--- config.mk ---
export PLATFORM = sky130hd
export DESIGN_NAME = mouse_packet_decoder_flat
export DESIGN_NICKNAME = d
export VERILOG_FILES = /design/src/rtl/mouse_packet_decoder_pkg.sv /design/src/rtl/mouse_packet_decoder_if.sv /design/src/rtl/mouse_packet_decoder_axis_accum.sv /design/src/rtl/mouse_packet_decoder.sv /design/src/flat_wrapper.sv
export SDC_FILE = /design/constraint.sdc
export NUM_CORES = 1
export LEC_CHECK = 0
export CAP_MARGIN = 20
export CORE_MARGIN = 5
export CORE_UTILIZATION = 50
export CTS_CLUSTER_SIZE = 25
export DETAILED_ROUTE_END_ITERATION = 8
export GPL_TIMING_DRIVEN = 0
export PLACE_DENSITY = 0.69
export SETUP_SLACK_MARGIN = 0.4
export SLEW_MARGIN = 15
export SYNTH_ARGS = -nofsm -noshare
export SYNTH_HDL_FRONTEND = slang
export SYNTH_SLANG_ARGS = --single-unit
--- constraint.sdc ---
create_clock -name clk -period 4.48 [get_ports clk]
set_input_delay 0.448 -clock clk [delete_from_list [all_inputs] [get_ports clk]]
set_output_delay 0.448 -clock clk [all_outputs]
set_load 0.005 [all_outputs]
--- src/rtl/mouse_packet_decoder_pkg.sv ---
// Shared types and constants for the PS/2 mouse packet decoder.
// Header bit positions follow the standard PS/2 mouse first byte.
package mouse_pkg;

    typedef enum logic [1:0] {
        S_HDR,
        S_X,
        S_Y,
        S_Z
    } state_t;

    localparam int BTN_L    = 0;
    localparam int BTN_R    = 1;
    localparam int BTN_M    = 2;
    localparam int SYNC_BIT = 3;
    localparam int SGN_X    = 4;
    localparam int SGN_Y    = 5;
    localparam int OVF_X    = 6;
    localparam int OVF_Y    = 7;

    localparam int DELTA_MAX = 255;
    localparam int DELTA_MIN = -256;

    // An overflowed axis reports the extreme value in the direction of its sign.
    function automatic logic signed [8:0] sat_delta(input logic sgn, input logic ovf,
                                                    input logic [7:0] mag);
        if (ovf)
            return sgn ? 9'(DELTA_MIN) : 9'(DELTA_MAX);
        return $signed({sgn, mag});
    endfunction

endpackage

--- src/rtl/mouse_packet_decoder_if.sv ---
// Byte input and decoded-packet outputs of the mouse decoder.
// The slave side is the decoder; the master side is the receiver/consumer.
interface mouse_packet_decoder_if #(
    parameter int X_W = 10,
    parameter int Y_W = 9
);
    logic               byte_strb;
    logic [7:0]         byte_data;
    logic               pkt_valid;
    logic signed [8:0]  dx;
    logic signed [8:0]  dy;
    logic signed [3:0]  dz;
    logic [2:0]         btn;
    logic [2:0]         btn_press;
    logic [2:0]         btn_release;
    logic [X_W-1:0]     cursor_x;
    logic [Y_W-1:0]     cursor_y;
    logic               sync_err;
    logic               busy;

    modport master (
        output byte_strb, byte_data,
        input  pkt_valid, dx, dy, dz, btn, btn_press, btn_release,
               cursor_x, cursor_y, sync_err, busy
    );

    modport slave (
        input  byte_strb, byte_data,
        output pkt_valid, dx, dy, dz, btn, btn_press, btn_release,
               cursor_x, cursor_y, sync_err, busy
    );
endinterface

--- src/rtl/mouse_packet_decoder_axis_accum.sv ---
// One cursor axis: shifted signed delta added (or subtracted) and clamped to 0..LIMIT.
// Position registers one cycle after en_i; no backpressure.
module mouse_axis_accum #(
    parameter int W         = 10,
    parameter int LIMIT     = 639,
    parameter int RESET_VAL = 320,
    parameter int SHIFT     = 0,
    parameter bit NEGATE    = 1'b0
) (
    input  logic              clk,
    input  logic              rst,
    input  logic              en_i,
    input  logic signed [8:0] delta_i,
    output logic [W-1:0]      pos_o
);
    // Wide enough for position plus any shifted delta, so the sum never wraps.
    localparam int AW = ((W > 9) ? W : 9) + SHIFT + 2;
    localparam logic signed [AW-1:0] LIM_S = AW'(LIMIT);

    logic [W-1:0]         pos_q, pos_d;
    logic signed [AW-1:0] step, base, sum;

    always_comb begin
        step  = $signed({{(AW-9){delta_i[8]}}, delta_i}) <<< SHIFT;
        base  = $signed({{(AW-W){1'b0}}, pos_q});
        sum   = NEGATE ? (base - step) : (base + step);
        pos_d = pos_q;
        if (en_i) begin
            if (sum < 0)
                pos_d = '0;
            else if (sum > LIM_S)
                pos_d = W'(LIMIT);
            else
                pos_d = sum[W-1:0];
        end
    end

    always_ff @(posedge clk or negedge rst) begin
        if (!rst)
            pos_q <= W'(RESET_VAL);
        else
            pos_q <= pos_d;
    end

    assign pos_o = pos_q;
endmodule

--- src/rtl/mouse_packet_decoder.sv ---
// Frames 3/4-byte PS/2 mouse packets into deltas, button edges and a clamped cursor.
// Outputs register one cycle after the final byte is accepted; no backpressure.
module mouse_packet_decoder
    import mouse_pkg::*;
#(
    parameter int PKT_BYTES   = 3,
    parameter int SCREEN_W    = 640,
    parameter int SCREEN_H    = 480,
    parameter int X_W         = 10,
    parameter int Y_W         = 9,
    parameter int TIMEOUT_CYC = 2000000,
    parameter int SPEED_SHIFT = 0
) (
    input logic              clk,
    input logic              rst,
    mouse_packet_decoder_if.slave bus
);
    localparam int CNT_W = $clog2(TIMEOUT_CYC);

    state_t            state_q;
    logic [2:0]        strb_q;      // [1:0] synchroniser, [2] previous synchronised level
    logic [CNT_W-1:0]  cnt_q;
    logic [2:0]        hbtn_q;
    logic              sgn_x_q, sgn_y_q, ovf_x_q, ovf_y_q;
    logic [7:0]        x_q, y_q;
    logic              pkt_valid_q, sync_err_q;
    logic signed [8:0] dx_q, dy_q;
    logic signed [3:0] dz_q;
    logic [2:0]        btn_q, press_q, release_q;

    logic              accept, timeout, last_byte;
    logic [7:0]        y_byte;
    logic signed [8:0] new_dx, new_dy;
    logic signed [3:0] new_dz;

    always_comb begin
        accept    = strb_q[1] & ~strb_q[2];
        timeout   = (state_q != S_HDR) && !accept && (cnt_q == CNT_W'(TIMEOUT_CYC - 1));
        last_byte = accept && (state_q == ((PKT_BYTES == 4) ? S_Z : S_Y));
        // In 4-byte mode the Y byte is already latched when the wheel byte arrives.
        y_byte    = (PKT_BYTES == 4) ? y_q : bus.byte_data;
        new_dx    = sat_delta(sgn_x_q, ovf_x_q, x_q);
        new_dy    = sat_delta(sgn_y_q, ovf_y_q, y_byte);
        new_dz    = (PKT_BYTES == 4) ? $signed(bus.byte_data[3:0]) : 4'sd0;
    end

    always_ff @(posedge clk or negedge rst) begin
        if (!rst) begin
            state_q     <= S_HDR;
            strb_q      <= '0;
            cnt_q       <= '0;
            hbtn_q      <= '0;
            sgn_x_q     <= 1'b0;
            sgn_y_q     <= 1'b0;
            ovf_x_q     <= 1'b0;
            ovf_y_q     <= 1'b0;
            x_q         <= '0;
            y_q         <= '0;
            pkt_valid_q <= 1'b0;
            sync_err_q  <= 1'b0;
            dx_q        <= '0;
            dy_q        <= '0;
            dz_q        <= '0;
            btn_q       <= '0;
            press_q     <= '0;
            release_q   <= '0;
        end else begin
            strb_q      <= {strb_q[1:0], bus.byte_strb};
            pkt_valid_q <= 1'b0;
            sync_err_q  <= 1'b0;
            press_q     <= '0;
            release_q   <= '0;
            cnt_q       <= (accept || state_q == S_HDR) ? '0 : cnt_q + 1'b1;

            case (state_q)
                S_HDR: if (accept) begin
                    if (bus.byte_data[SYNC_BIT]) begin
                        hbtn_q  <= bus.byte_data[BTN_M:BTN_L];
                        sgn_x_q <= bus.byte_data[SGN_X];
                        sgn_y_q <= bus.byte_data[SGN_Y];
                        ovf_x_q <= bus.byte_data[OVF_X];
                        ovf_y_q <= bus.byte_data[OVF_Y];
                        state_q <= S_X;
                    end else begin
                        sync_err_q <= 1'b1;
                    end
                end
                S_X: if (accept) begin
                    x_q     <= bus.byte_data;
                    state_q <= S_Y;
                end else if (timeout) begin
                    state_q    <= S_HDR;
                    sync_err_q <= 1'b1;
                end
                S_Y: if (accept) begin
                    y_q     <= bus.byte_data;
                    state_q <= (PKT_BYTES == 4) ? S_Z : S_HDR;
                end else if (timeout) begin
                    state_q    <= S_HDR;
                    sync_err_q <= 1'b1;
                end
                default: if (accept) begin
                    state_q <= S_HDR;
                end else if (timeout) begin
                    state_q    <= S_HDR;
                    sync_err_q <= 1'b1;
                end
            endcase

            if (last_byte) begin
                pkt_valid_q <= 1'b1;
                dx_q        <= new_dx;
                dy_q        <= new_dy;
                dz_q        <= new_dz;
                btn_q       <= hbtn_q;
                press_q     <= hbtn_q & ~btn_q;
                release_q   <= ~hbtn_q & btn_q;
            end
        end
    end

    mouse_axis_accum #(
        .W(X_W), .LIMIT(SCREEN_W - 1), .RESET_VAL(SCREEN_W / 2),
        .SHIFT(SPEED_SHIFT), .NEGATE(1'b0)
    ) u_acc_x (
        .clk(clk), .rst(rst), .en_i(last_byte), .delta_i(new_dx), .pos_o(bus.cursor_x)
    );

    // PS/2 y is positive-up while the screen grows downward.
    mouse_axis_accum #(
        .W(Y_W), .LIMIT(SCREEN_H - 1), .RESET_VAL(SCREEN_H / 2),
        .SHIFT(SPEED_SHIFT), .NEGATE(1'b1)
    ) u_acc_y (
        .clk(clk), .rst(rst), .en_i(last_byte), .delta_i(new_dy), .pos_o(bus.cursor_y)
    );

    assign bus.pkt_valid   = pkt_valid_q;
    assign bus.dx          = dx_q;
    assign bus.dy          = dy_q;
    assign bus.dz          = dz_q;
    assign bus.btn         = btn_q;
    assign bus.btn_press   = press_q;
    assign bus.btn_release = release_q;
    assign bus.sync_err    = sync_err_q;
    assign bus.busy        = (state_q != S_HDR);
endmodule
--- src/flat_wrapper.sv ---
// flat-port wrapper written by rule: the top's interface ports become plain ports
module mouse_packet_decoder_flat import mouse_pkg::*;
#(
    parameter int PKT_BYTES   = 3,
    parameter int SCREEN_W    = 640,
    parameter int SCREEN_H    = 480,
    parameter int X_W         = 10,
    parameter int Y_W         = 9,
    parameter int TIMEOUT_CYC = 2000000,
    parameter int SPEED_SHIFT = 0
)
  (clk, rst, bus_byte_strb, bus_byte_data, bus_pkt_valid, bus_dx, bus_dy, bus_dz, bus_btn, bus_btn_press, bus_btn_release, bus_cursor_x, bus_cursor_y, bus_sync_err, bus_busy);
  mouse_packet_decoder_if #(.X_W(X_W), .Y_W(Y_W)) bus_i ();
  input logic clk;
  input logic rst;
  input wire logic [$bits(bus_i.byte_strb)-1:0] bus_byte_strb;
  input wire logic [$bits(bus_i.byte_data)-1:0] bus_byte_data;
  output wire logic [$bits(bus_i.pkt_valid)-1:0] bus_pkt_valid;
  output wire logic [$bits(bus_i.dx)-1:0] bus_dx;
  output wire logic [$bits(bus_i.dy)-1:0] bus_dy;
  output wire logic [$bits(bus_i.dz)-1:0] bus_dz;
  output wire logic [$bits(bus_i.btn)-1:0] bus_btn;
  output wire logic [$bits(bus_i.btn_press)-1:0] bus_btn_press;
  output wire logic [$bits(bus_i.btn_release)-1:0] bus_btn_release;
  output wire logic [$bits(bus_i.cursor_x)-1:0] bus_cursor_x;
  output wire logic [$bits(bus_i.cursor_y)-1:0] bus_cursor_y;
  output wire logic [$bits(bus_i.sync_err)-1:0] bus_sync_err;
  output wire logic [$bits(bus_i.busy)-1:0] bus_busy;
  assign bus_i.byte_strb = bus_byte_strb;
  assign bus_i.byte_data = bus_byte_data;
  assign bus_pkt_valid = bus_i.pkt_valid;
  assign bus_dx = bus_i.dx;
  assign bus_dy = bus_i.dy;
  assign bus_dz = bus_i.dz;
  assign bus_btn = bus_i.btn;
  assign bus_btn_press = bus_i.btn_press;
  assign bus_btn_release = bus_i.btn_release;
  assign bus_cursor_x = bus_i.cursor_x;
  assign bus_cursor_y = bus_i.cursor_y;
  assign bus_sync_err = bus_i.sync_err;
  assign bus_busy = bus_i.busy;
  mouse_packet_decoder #(.PKT_BYTES(PKT_BYTES), .SCREEN_W(SCREEN_W), .SCREEN_H(SCREEN_H), .X_W(X_W), .Y_W(Y_W), .TIMEOUT_CYC(TIMEOUT_CYC), .SPEED_SHIFT(SPEED_SHIFT)) u_core (.clk(clk), .rst(rst), .bus(bus_i));
endmodule
==> results of run 1 <==
==> metrics by stage <==
stage | setup TNS [ns] | instance area (um^2) | utilization, % | instances | setup WS [ns]
floorplan | 0 | 5060 | - | 545 | 1.02
global placement | -22.40 | 5810 | 59.2 | 737 | -0.275
detailed placement | 0 | 5840 | 59.5 | 738 | 0.429
CTS | 0 | 6030 | 61.5 | 754 | 0.530
global route | 0 | 6060 | 61.8 | 755 | 0.425
finish | 0 | 6060 | 61.8 | 755 | 0.622
==> repair_timing <==
action,4_1_cts,5_1_grt
setup buffers,0,1
endpoints found under the setup margin,3,9
gates resized for setup,1,2
gates cloned,0,0
pin swaps,0,1
==> cell usage after synthesis, types with 3 or more instances <==
cell / n
o211ai_1: 9
inv_1: 30
a21oi_1: 22
xor2_1: 19
and2_1: 3
dfrtp_1: 83
or2_2: 5
nor3b_1: 9
a22o_1: 3
a211oi_1: 3
a221oi_1: 3
nand3_1: 25
or3_1: 6
clkbuf_1: 19
buf_4: 4
nor2_1: 47
o21ai_1: 5
ha_1: 18
nor3_1: 6
nand2b_1: 7
mux2_2: 15
a31o_2: 3
dfstp_2: 6
nor2b_1: 6
nand4_1: 5
a21o_1: 6
and4_1: 3
nand2_1: 62
nand3b_1: 4
a211o_1: 3
o22ai_1: 7
xnor2_1: 17
o21ai_0: 40
==> power breakdown <==
| group | internal, W | total, W | switching, W |
|---|---|---|---|
| combinational | 0.00124 | 0.00267 | 0.00142 |
| sequential | 0.00106 | 0.00123 | 0.000175 |
| clock | 0.000231 | 0.000562 | 0.000331 |
==> kinds of logic after synthesis <==
kind of cell,count (synthesis)
AO/OA/AOI/OAI,129
XOR/XNOR,38
adder cells (fa/ha/maj),20
buffers and inverters,56
flip-flops,89
multiplexers,15
other,1
AND/OR/NAND/NOR,194
==> area by class of cell <==
cell class	instances	area, um^2	share of cell area [%]
buffer	26	124	2.04
clock buffer	10	138	2.27
clock inverter	6	56.3	0.928
inverter	30	113	1.86
multi-input combinational	400	2600	42.8
sequential	89	2230	36.8
tap	133	166	2.74
timing repair buffer	61	636	10.5
==> registers in the layout, indices dropped and copies added, names as in the netlist <==
name,flops
u_core.bus.btn,3
u_core.bus.btn_press,3
u_core.bus.btn_release,3
u_core.bus.dx,9
u_core.bus.dy,9
u_core.bus.pkt_valid,1
u_core.bus.sync_err,1
u_core.cnt_q,21
u_core.hbtn_q,3
u_core.ovf_x_q,1
u_core.ovf_y_q,1
u_core.sgn_x_q,1
u_core.sgn_y_q,1
u_core.state_q,2
u_core.strb_q,3
u_core.u_acc_x.pos_o,10
u_core.u_acc_y.pos_o,9
u_core.x_q,8
==> per-layer routing <==
layer	share of wire [%]	GRT usage, %	vias up
met5	0	0	-
met4	1.2	5.50	0
met3	5.3	4.05	16
met2	47	33.7	119
met1	47	28.7	2075
li1	-	-	2035
==> worst max-delay path: stages, from the launching register on <==
cell	delay [ns]
dfrtp_1	0.43
clkbuf_2	0.26
nand2b_2	0.22
o21ai_0	0.16
ha_1	0.25
fa_1	0.41
a21o_1	0.19
a21oi_1	0.29
o21ai_1	0.13
a21o_1	0.26
or3_1	0.36
a31o_2	0.26
a211oi_4	0.27
buf_12	0.16
o211ai_1	0.09
==> cell usage in the layout (no fill, tap or decap), types with 6 or more instances in the layout <==
master / count
dfrtp_1: 83
nand2_1: 62
clkdlybuf4s50_1: 58
nor2_1: 47
o21ai_0: 40
inv_1: 30
nand3_1: 25
a21oi_1: 22
clkbuf_1: 18
xor2_1: 18
ha_1: 18
xnor2_1: 17
mux2_2: 15
clkbuf_8: 10
nor3b_1: 9
o211ai_1: 9
o22ai_1: 7
or3_1: 6
nand2b_1: 6
nor2b_1: 6
nor3_1: 6
a21o_1: 6
dfstp_2: 6
==> worst paths after layout <==
check | start | end | depth (start not counted)
max in group asynchronous | rst | u_core.u_acc_x.pos_o[6] | 2
worst max-delay path | u_core.sgn_x_q | u_core.u_acc_x.pos_o[2] | 14
worst max register to register | u_core.sgn_x_q | u_core.u_acc_x.pos_o[2] | 14
worst min-delay path | rst | u_core.cnt_q[9] | 1
worst min register to register | u_core.strb_q[0] | u_core.strb_q[1] | 0
min in group clk | u_core.strb_q[0] | u_core.strb_q[1] | 0
==> results.sh, run 1 <==
export IMPL_status="complete, no violations"
export IMPL_synth_mux_area_share_pct=3.35
export IMPL_area_growth_pct=20.2
export IMPL_yosysWarnings=0
export IMPL_max_freq_mhz=259
export IMPL_place_gp_congestion=0.895
export IMPL_grt_max_degree=48
export IMPL_cts_sinks=89
export IMPL_leakage_nw=2.64
export IMPL_drtIter0Drc=248
export IMPL_clk_latency_ns=0.37
export IMPL_synth_xor_area_share_pct=7.02
export IMPL_power_total_w=0.00446
export IMPL_start_util_pct=51.4
export IMPL_postCtsHoldBufs=0
export IMPL_num_rows=36
export IMPL_synth_compound_area_share_pct=16.9
export IMPL_synth_top_area_share_pct=41.2
export IMPL_netlist_area_mm2=0.00505
export IMPL_finClkSkew_ns=0.0137
export IMPL_cts_root_buf="clkbuf_8"
export IMPL_wl_per_cell_um=16.6
export IMPL_grt_usage_pct=20.8
export IMPL_rsz0062_at_grt="false"
export IMPL_worst_setup_path_end_kind="flip-flop"
export IMPL_wl_um=12500
export IMPL_synth_ff_type="dfrtp_1"
export IMPL_nFillCells=877
export IMPL_cp_required_ns=4.72
export IMPL_ir_worst_vdd_v=0.000439
export IMPL_drc=0
export IMPL_worst_ep_arrival_time_ns=4.10
export IMPL_yosys_register_bits=89
export IMPL_via_per_inst=5.62
export IMPL_power_density_mw_per_mm2=736
export IMPL_die_w_um=110
export IMPL_r2r_slack_ns=0.62
export IMPL_cts_buffer_depth=2
export IMPL_clk_pin_slew_ns=0.10
export IMPL_htreeDepth=3
export IMPL_grt_pass1_vias=4190
export IMPL_cts_buffers=9
export IMPL_via_count=4245
export IMPL_worst_pin_slew_ns=0.794
export IMPL_synth_async_reset_ratio_pct=100
export IMPL_synth_adder_area_share_pct=5.26
export IMPL_ios=64
export IMPL_hp_class="primary input to asynchronous set/reset pin"
export IMPL_cts_tree="built"
export IMPL_die_area_mm2=0.0122
export IMPL_core_mm2=0.00982
export IMPL_io_buffers=59
export IMPL_grt_pass1_wl_um=21100
export IMPL_globalRouteOverflowTotal=0
export IMPL_ys_seq_area_share_pct=44.3
export IMPL_detail_route_antenna_nets=0
export IMPL_antennaDiodeCount=0
export IMPL_final_net_count=648
export IMPL_synth_area_leader_cell="dfrtp_1"
export IMPL_worstPathMaxFanout=9
export IMPL_min_period_ns=3.86
export IMPL_antenna_found_initial=0
export IMPL_hpwl_um=9240
export IMPL_postSynthCellCount=542
export IMPL_avgSynthCellArea_um2=9.31
export IMPL_maxCapViolCount=0
export IMPL_final_max_slew_viol_count=0
export IMPL_finalCritPeriodShare_pct=86.1
export IMPL_drive_gt1_share_pct=10.5
export IMPL_synthTopCellsByArea="dfrtp_1 41%, nand2_1 4.6%, ha_1 4.5%, o21ai_0 4.0%, nor2_1 3.5%"
export IMPL_start_kind="flip-flop"
export IMPL_synth_top_family_by_area="simple AND/OR/NAND/NOR gates"
export IMPL_fin_hold_ws_ns=0.0645
export IMPL_first_pass_iters=5
export IMPL_setup_violations=0
export IMPL_synth_edff_count=0
export IMPL_critPathKind="flip-flop to flip-flop"
export IMPL_synth_simple_gate_area_share_pct=18.5
export IMPL_hold_viol=0
export IMPL_die_y_um=110
export IMPL_yosys_cell_types_count=64
export IMPL_maxSlewHeadroom_pct=46.9
Note: power is estimated with default switching activity, not from simulation.
==> run 2, diff against run 1 <==
--- a/config.mk
+++ b/config.mk
@@ -11,6 +11,7 @@
 export CTS_CLUSTER_SIZE = 25
 export DETAILED_ROUTE_END_ITERATION = 8
 export GPL_TIMING_DRIVEN = 0
+export MAX_ROUTING_LAYER = met4
 export PLACE_DENSITY = 0.69
 export SETUP_SLACK_MARGIN = 0.4
 export SLEW_MARGIN = 15
==> run 2 against run 1 <==
Critical path depth unchanged. Clock-buffer cell count unchanged. Combinational power about the same. Largest power group unchanged. Highest routed layer unchanged.
==> results.sh, run 2 (synthesis gave the netlist of run 1 again) <==
export IMPL_clk_latency_ns=0.37
export IMPL_min_period_ns=3.86
export IMPL_cts_buffer_depth=2
export IMPL_mostFrequentLayoutCell="dfrtp_1"
export IMPL_cp_required_ns=4.72
export IMPL_finalNonFillerCells=755
export IMPL_worst_pin_slew_ns=0.796
export IMPL_via_count=4240
export IMPL_grt_pass1_wl_um=21100
export IMPL_timing_setup_tns_ns=0
export IMPL_cts_root_buf="clkbuf_8"
export IMPL_area_growth_pct=20.2
export IMPL_start_kind="flip-flop"
export IMPL_clk_pin_slew_ns=0.10
export IMPL_core_mm2=0.00982
export IMPL_power_switching_w=0.00193
export IMPL_finalCritPeriodShare_pct=86.1
export IMPL_maxSlewHeadroom_pct=46.8
export IMPL_multi_input_area_mm2=0.00260
export IMPL_path_cells="clkbuf_2, nand2b_2, o21ai_0, ha_1, fa_1, a21o_1, a21oi_1, o21ai_1, a21o_1, or3_1, a31o_2, a211oi_4, buf_12, o211ai_1"
export IMPL_place_ws_ns=0.429
export IMPL_cts_sinks=89
export IMPL_maxCapViolCount=0
export IMPL_intPower_w=0.00253
export IMPL_grt_pass1_vias=4200
export IMPL_max_freq_mhz=259
export IMPL_final_net_count=648
export IMPL_cts_buffers=9
export IMPL_crit_path_frequent_cell="a21o_1"
export IMPL_io_buffers=59
export IMPL_antennaDiodeCount=0
export IMPL_rsz0062_at_grt="false"
export IMPL_fin_ws_ns=0.622
export IMPL_power_frac_seq_pct=27.7
export IMPL_place_gp_congestion=0.910
export IMPL_postCtsHoldBufs=0
export IMPL_worst_setup_path_end_kind="flip-flop"
export IMPL_via_per_inst=5.62
export IMPL_hp_class="primary input to asynchronous set/reset pin"
export IMPL_slowest_delay_ns=0.43
export IMPL_drc=0
export IMPL_setup_violations=0
export IMPL_cp_slowest_cell="dfrtp_1"
export IMPL_finClkSkew_ns=0.0144
export IMPL_regMostFlops="u_core.cnt_q"
export IMPL_htreeDepth=3
export IMPL_combPwrFrac_pct=59.8
export IMPL_wl_um=12500
export IMPL_worstPathMaxFanout=9
export IMPL_nFillCells=877
export IMPL_hpwl_um=9240
export IMPL_regArea_mm2=0.00223
export IMPL_globalRouteOverflowTotal=0
export IMPL_p_clk_share_pct=12.6
export IMPL_num_rows=36
export IMPL_ir_worst_vdd_v=0.000441
export IMPL_die_w_um=110
export IMPL_die_y_um=110
export IMPL_place_inst=738
export IMPL_antenna_found_initial=0
export IMPL_ios=64
export IMPL_netSwitchingFraction_pct=43.2
export IMPL_drive_gt1_share_pct=10.5
export IMPL_status="complete, no violations"
export IMPL_wl_per_cell_um=16.6
export IMPL_worst_ep_arrival_time_ns=4.10
export IMPL_hold_viol=0
export IMPL_largest_reg_flops=21
export IMPL_mostFrequentLayoutCells="83 x dfrtp_1, 62 x nand2_1, 58 x clkdlybuf4s50_1, 47 x nor2_1, 40 x o21ai_0"
export IMPL_first_pass_iters=5
export IMPL_grt_usage_pct=21.4
export IMPL_finish_utilization_pct=61.8
export IMPL_grt_max_degree=48
export IMPL_die_area_mm2=0.0122
export IMPL_cts_tree="built"
export IMPL_final_max_slew_viol_count=0
export IMPL_start_util_pct=51.4
export IMPL_detail_route_antenna_nets=0
export IMPL_drtIter0Drc=271
export IMPL_power_density_mw_per_mm2=736
export IMPL_leakage_nw=2.64
export IMPL_critPathKind="flip-flop to flip-flop"
==> run 2: cell counts in the layout (fill, tap and decap cells not counted) <==
No cell type changed its count.
==> run 2: worst paths after layout <==
kind / slack, ns / end / cells after the start / startpoint
max: 0.62 / u_core.u_acc_x.pos_o[2] / 14 / u_core.sgn_x_q
min: 0.06 / u_core.cnt_q[9] / 1 / rst
max reg2reg: 0.62 / u_core.u_acc_x.pos_o[2] / 14 / u_core.sgn_x_q
min reg2reg: 0.36 / u_core.strb_q[1] / 0 / u_core.strb_q[0]
max in group asynchronous: 3.73 / u_core.u_acc_x.pos_o[6] / 2 / rst
min in group clk: 0.36 / u_core.strb_q[1] / 0 / u_core.strb_q[0]
==> run 2: critical path: cells and delay by family, from the launching register on <==
family                     cells  cell delay (ns)
DFF                            1             0.43
AOI/OAI and AO/OA              8             1.65
and+or+nand+nor                2             0.57
adders and majority gates      2             0.66
buffers and inverters          2             0.42
==> run 2: stage by stage <==
step	total power (W)	cell area, um^2	hold WS (ns)
3_3_place_gp	0.00372	5810	0.344
6_report	0.00446	6060	0.0649
2_1_floorplan	0.00297	5060	0.152
5_1_grt	0.00482	6060	0.102
3_5_place_dp	0.00380	5840	0.342
4_1_cts	0.00438	6030	0.0760
==> run 2: layout make-up <==
cell class                      instances  area share [%]
Buffer                                 26            2.04
Inverter                               30            1.86
Clock inverter                          6           0.928
Multi-Input combinational cell        400            42.8
Sequential cell                        89            36.8
Tap cell                              133            2.74
Timing Repair Buffer                   61            10.5
Clock buffer                           10            2.27
==> run 2: per-layer routing <==
layer  up-vias  wire length (um)  GRT usage (%)
li1       2031                 -              -
met1      2065              5840           29.0
met2       129              5850           33.7
met3        15               620           3.17
met4         0               186           5.99
met5         -                 0              -
==> run 2: power groups by stage <==
stage	sequential [W]	combinational, W	clock, W
2_1_floorplan	0.00123	0.00174	0
3_3_place_gp	0.00124	0.00248	0
3_5_place_dp	0.00125	0.00255	0
4_1_cts	0.00123	0.00257	0.000576
5_1_grt	0.00127	0.00293	0.000614
6_report	0.00124	0.00267	0.000560
==> run 2: what timing repair did <==
action	4_1_cts	5_1_grt
endpoints found under the setup margin	3	9
resized for setup	1	2
setup buffers	0	1
pin swaps	0	1
==> run 3, diff against run 2 <==
==> constraint.sdc (replaced) <==
create_clock -name clk -period 4.7 [get_ports clk]
set_input_delay 0.47 -clock clk [delete_from_list [all_inputs] [get_ports clk]]
set_output_delay 0.47 -clock clk [all_outputs]
set_load 0.005 [all_outputs]
==> run 3 against run 2 <==
Register-to-register slack improved by 0.11 ns. Sequential power decreased by 5%. Clock-buffer cell count unchanged. Largest power group unchanged. Highest routed layer unchanged.
==> results.sh, run 3 (synthesis gave the netlist of run 1 again) <==
export IMPL_grt_pass1_wl_um=21100
export IMPL_htreeDepth=3
export IMPL_intPower_w=0.00237
export IMPL_cp_slowest_cell="a211oi_4"
export IMPL_power_frac_seq_pct=28.1
export IMPL_die_y_um=110
export IMPL_setup_violations=0
export IMPL_start_util_pct=51.4
export IMPL_postCtsHoldBufs=0
export IMPL_status="complete, no violations"
export IMPL_p_clk_share_pct=12.8
export IMPL_hpwl_um=9240
export IMPL_power_total_w=0.00419
export IMPL_place_gp_congestion=0.910
export IMPL_fin_hold_ws_ns=0.0860
export IMPL_slowest_delay_ns=0.44
export IMPL_regMostFlops="u_core.cnt_q"
export IMPL_ios=64
export IMPL_finalCritPeriodShare_pct=84.3
export IMPL_clk_latency_ns=0.37
export IMPL_antennaDiodeCount=0
export IMPL_path_cells="clkbuf_2, nand2b_1, o21ai_0, ha_1, fa_1, a21o_1, a21oi_1, o21ai_1, a21o_1, or3_1, a31o_2, a211oi_4, o211ai_1"
export IMPL_area_growth_pct=19.6
export IMPL_worst_setup_path_end_kind="flip-flop"
export IMPL_cts_sinks=89
export IMPL_worst_ep_arrival_time_ns=4.20
export IMPL_globalRouteOverflowTotal=0
export IMPL_leakage_nw=2.63
export IMPL_hp_class="primary input to asynchronous set/reset pin"
export IMPL_cts_tree="built"
export IMPL_final_cell_area_mm2=0.00603
export IMPL_power_switching_w=0.00182
export IMPL_cts_resized=0
export IMPL_wl_um=12500
export IMPL_post_cts_setup_buffers=0
export IMPL_worst_pin_slew_ns=0.805
export IMPL_antenna_found_initial=0
export IMPL_finClkSkew_ns=0.0142
export IMPL_drtIter0Drc=281
export IMPL_max_freq_mhz=252
export IMPL_mostFrequentLayoutCells="83 x dfrtp_1, 62 x nand2_1, 58 x clkdlybuf4s50_1, 47 x nor2_1, 40 x o21ai_0"
export IMPL_core_mm2=0.00982
export IMPL_dpl_cell_area_mm2=0.00584
export IMPL_die_w_um=110
export IMPL_maxSlewHeadroom_pct=46.2
export IMPL_detail_route_antenna_nets=0
export IMPL_clk_pin_slew_ns=0.10
export IMPL_grt_max_degree=48
export IMPL_rsz0062_at_grt="false"
export IMPL_finish_utilization_pct=61.5
export IMPL_grt_pass1_vias=4200
export IMPL_via_count=4275
export IMPL_critPathKind="flip-flop to flip-flop"
export IMPL_die_area_mm2=0.0122
export IMPL_worstPathMaxFanout=9
export IMPL_power_density_mw_per_mm2=694
export IMPL_num_rows=36
export IMPL_wl_per_cell_um=16.6
export IMPL_cts_buffer_depth=2
export IMPL_start_kind="flip-flop"
export IMPL_hold_viol=0
export IMPL_crit_path_frequent_cell="a21o_1"
export IMPL_cp_required_ns=4.94
export IMPL_netSwitchingFraction_pct=43.5
export IMPL_r2r_slack_ns=0.74
export IMPL_cts_buffers=9
export IMPL_first_pass_iters=5
export IMPL_largest_reg_flops=21
export IMPL_combPwrFrac_pct=59.1
export IMPL_ir_worst_vdd_v=0.000393
export IMPL_min_period_ns=3.96
export IMPL_drive_gt1_share_pct=9.98
export IMPL_mostFrequentLayoutCell="dfrtp_1"
export IMPL_drc=0
export IMPL_via_per_inst=5.67
export IMPL_grt_usage_pct=21.4
export IMPL_maxCapViolCount=0
export IMPL_final_max_slew_viol_count=0
export IMPL_final_net_count=647
export IMPL_cts_root_buf="clkbuf_8"
export IMPL_io_buffers=59
==> run 3: cell count changes in the layout (fill, tap and decap cells not counted), sizes merged <==
cell and change:
buf -1
==> run 3: cell type report <==
class,count,area [um^2]
multi-input cells,400,2590
flip-flops and latches,89,2230
plain buffers,26,124
inverters,30,113
fillers,880,3780
clock buffers,10,138
clock inverters,6,56.3
well taps,133,166
repair buffers,60,616
==> run 3: worst paths after layout <==
kind,start,to,depth (start not counted)
min reg2reg,u_core.strb_q[0],u_core.strb_q[1],0
max,u_core.sgn_x_q,u_core.u_acc_x.pos_o[5],13
min in group clk,u_core.strb_q[0],u_core.strb_q[1],0
max in group asynchronous,rst,u_core.u_acc_x.pos_o[8],2
max reg2reg,u_core.sgn_x_q,u_core.u_acc_x.pos_o[5],13
min,rst,u_core.cnt_q[9],1
==> run 3: per-stage QoR <==
step	instances	setup TNS (ns)	setup slack, ns
after CTS	754	0	0.613
final	754	0	0.736
after global placement	737	-5.97	-0.0767
after detailed placement	738	0	0.649
after floorplan	545	0	1.24
after global routing	754	0	0.460
==> run 3: critical path, delay by kind of cell, from the launching register on <==
family | cells | cell delay (ns)
DFF | 1 | 0.43
adders and majority gates | 2 | 0.66
AOI/OAI and AO/OA | 8 | 1.89
and+or+nand+nor | 2 | 0.60
buffers and inverters | 1 | 0.24
==> run 3: routing by layer <==
layer / wire (um) / global-route usage, % / vias up
met4: 191 / 5.99 / 0
met5: 0 / - / -
met3: 711 / 3.17 / 18
li1: - / - / 2033
met2: 5860 / 33.7 / 150
met1: 5740 / 29.0 / 2074
==> run 3: power groups by stage <==
stage / clock [W] / combinational (W) / sequential (W)
after floorplan: 0 / 0.00166 / 0.00117
after global placement: 0 / 0.00237 / 0.00118
after detailed placement: 0 / 0.00243 / 0.00119
after CTS: 0.000549 / 0.00245 / 0.00118
after global routing: 0.000585 / 0.00273 / 0.00121
final: 0.000537 / 0.00248 / 0.00118
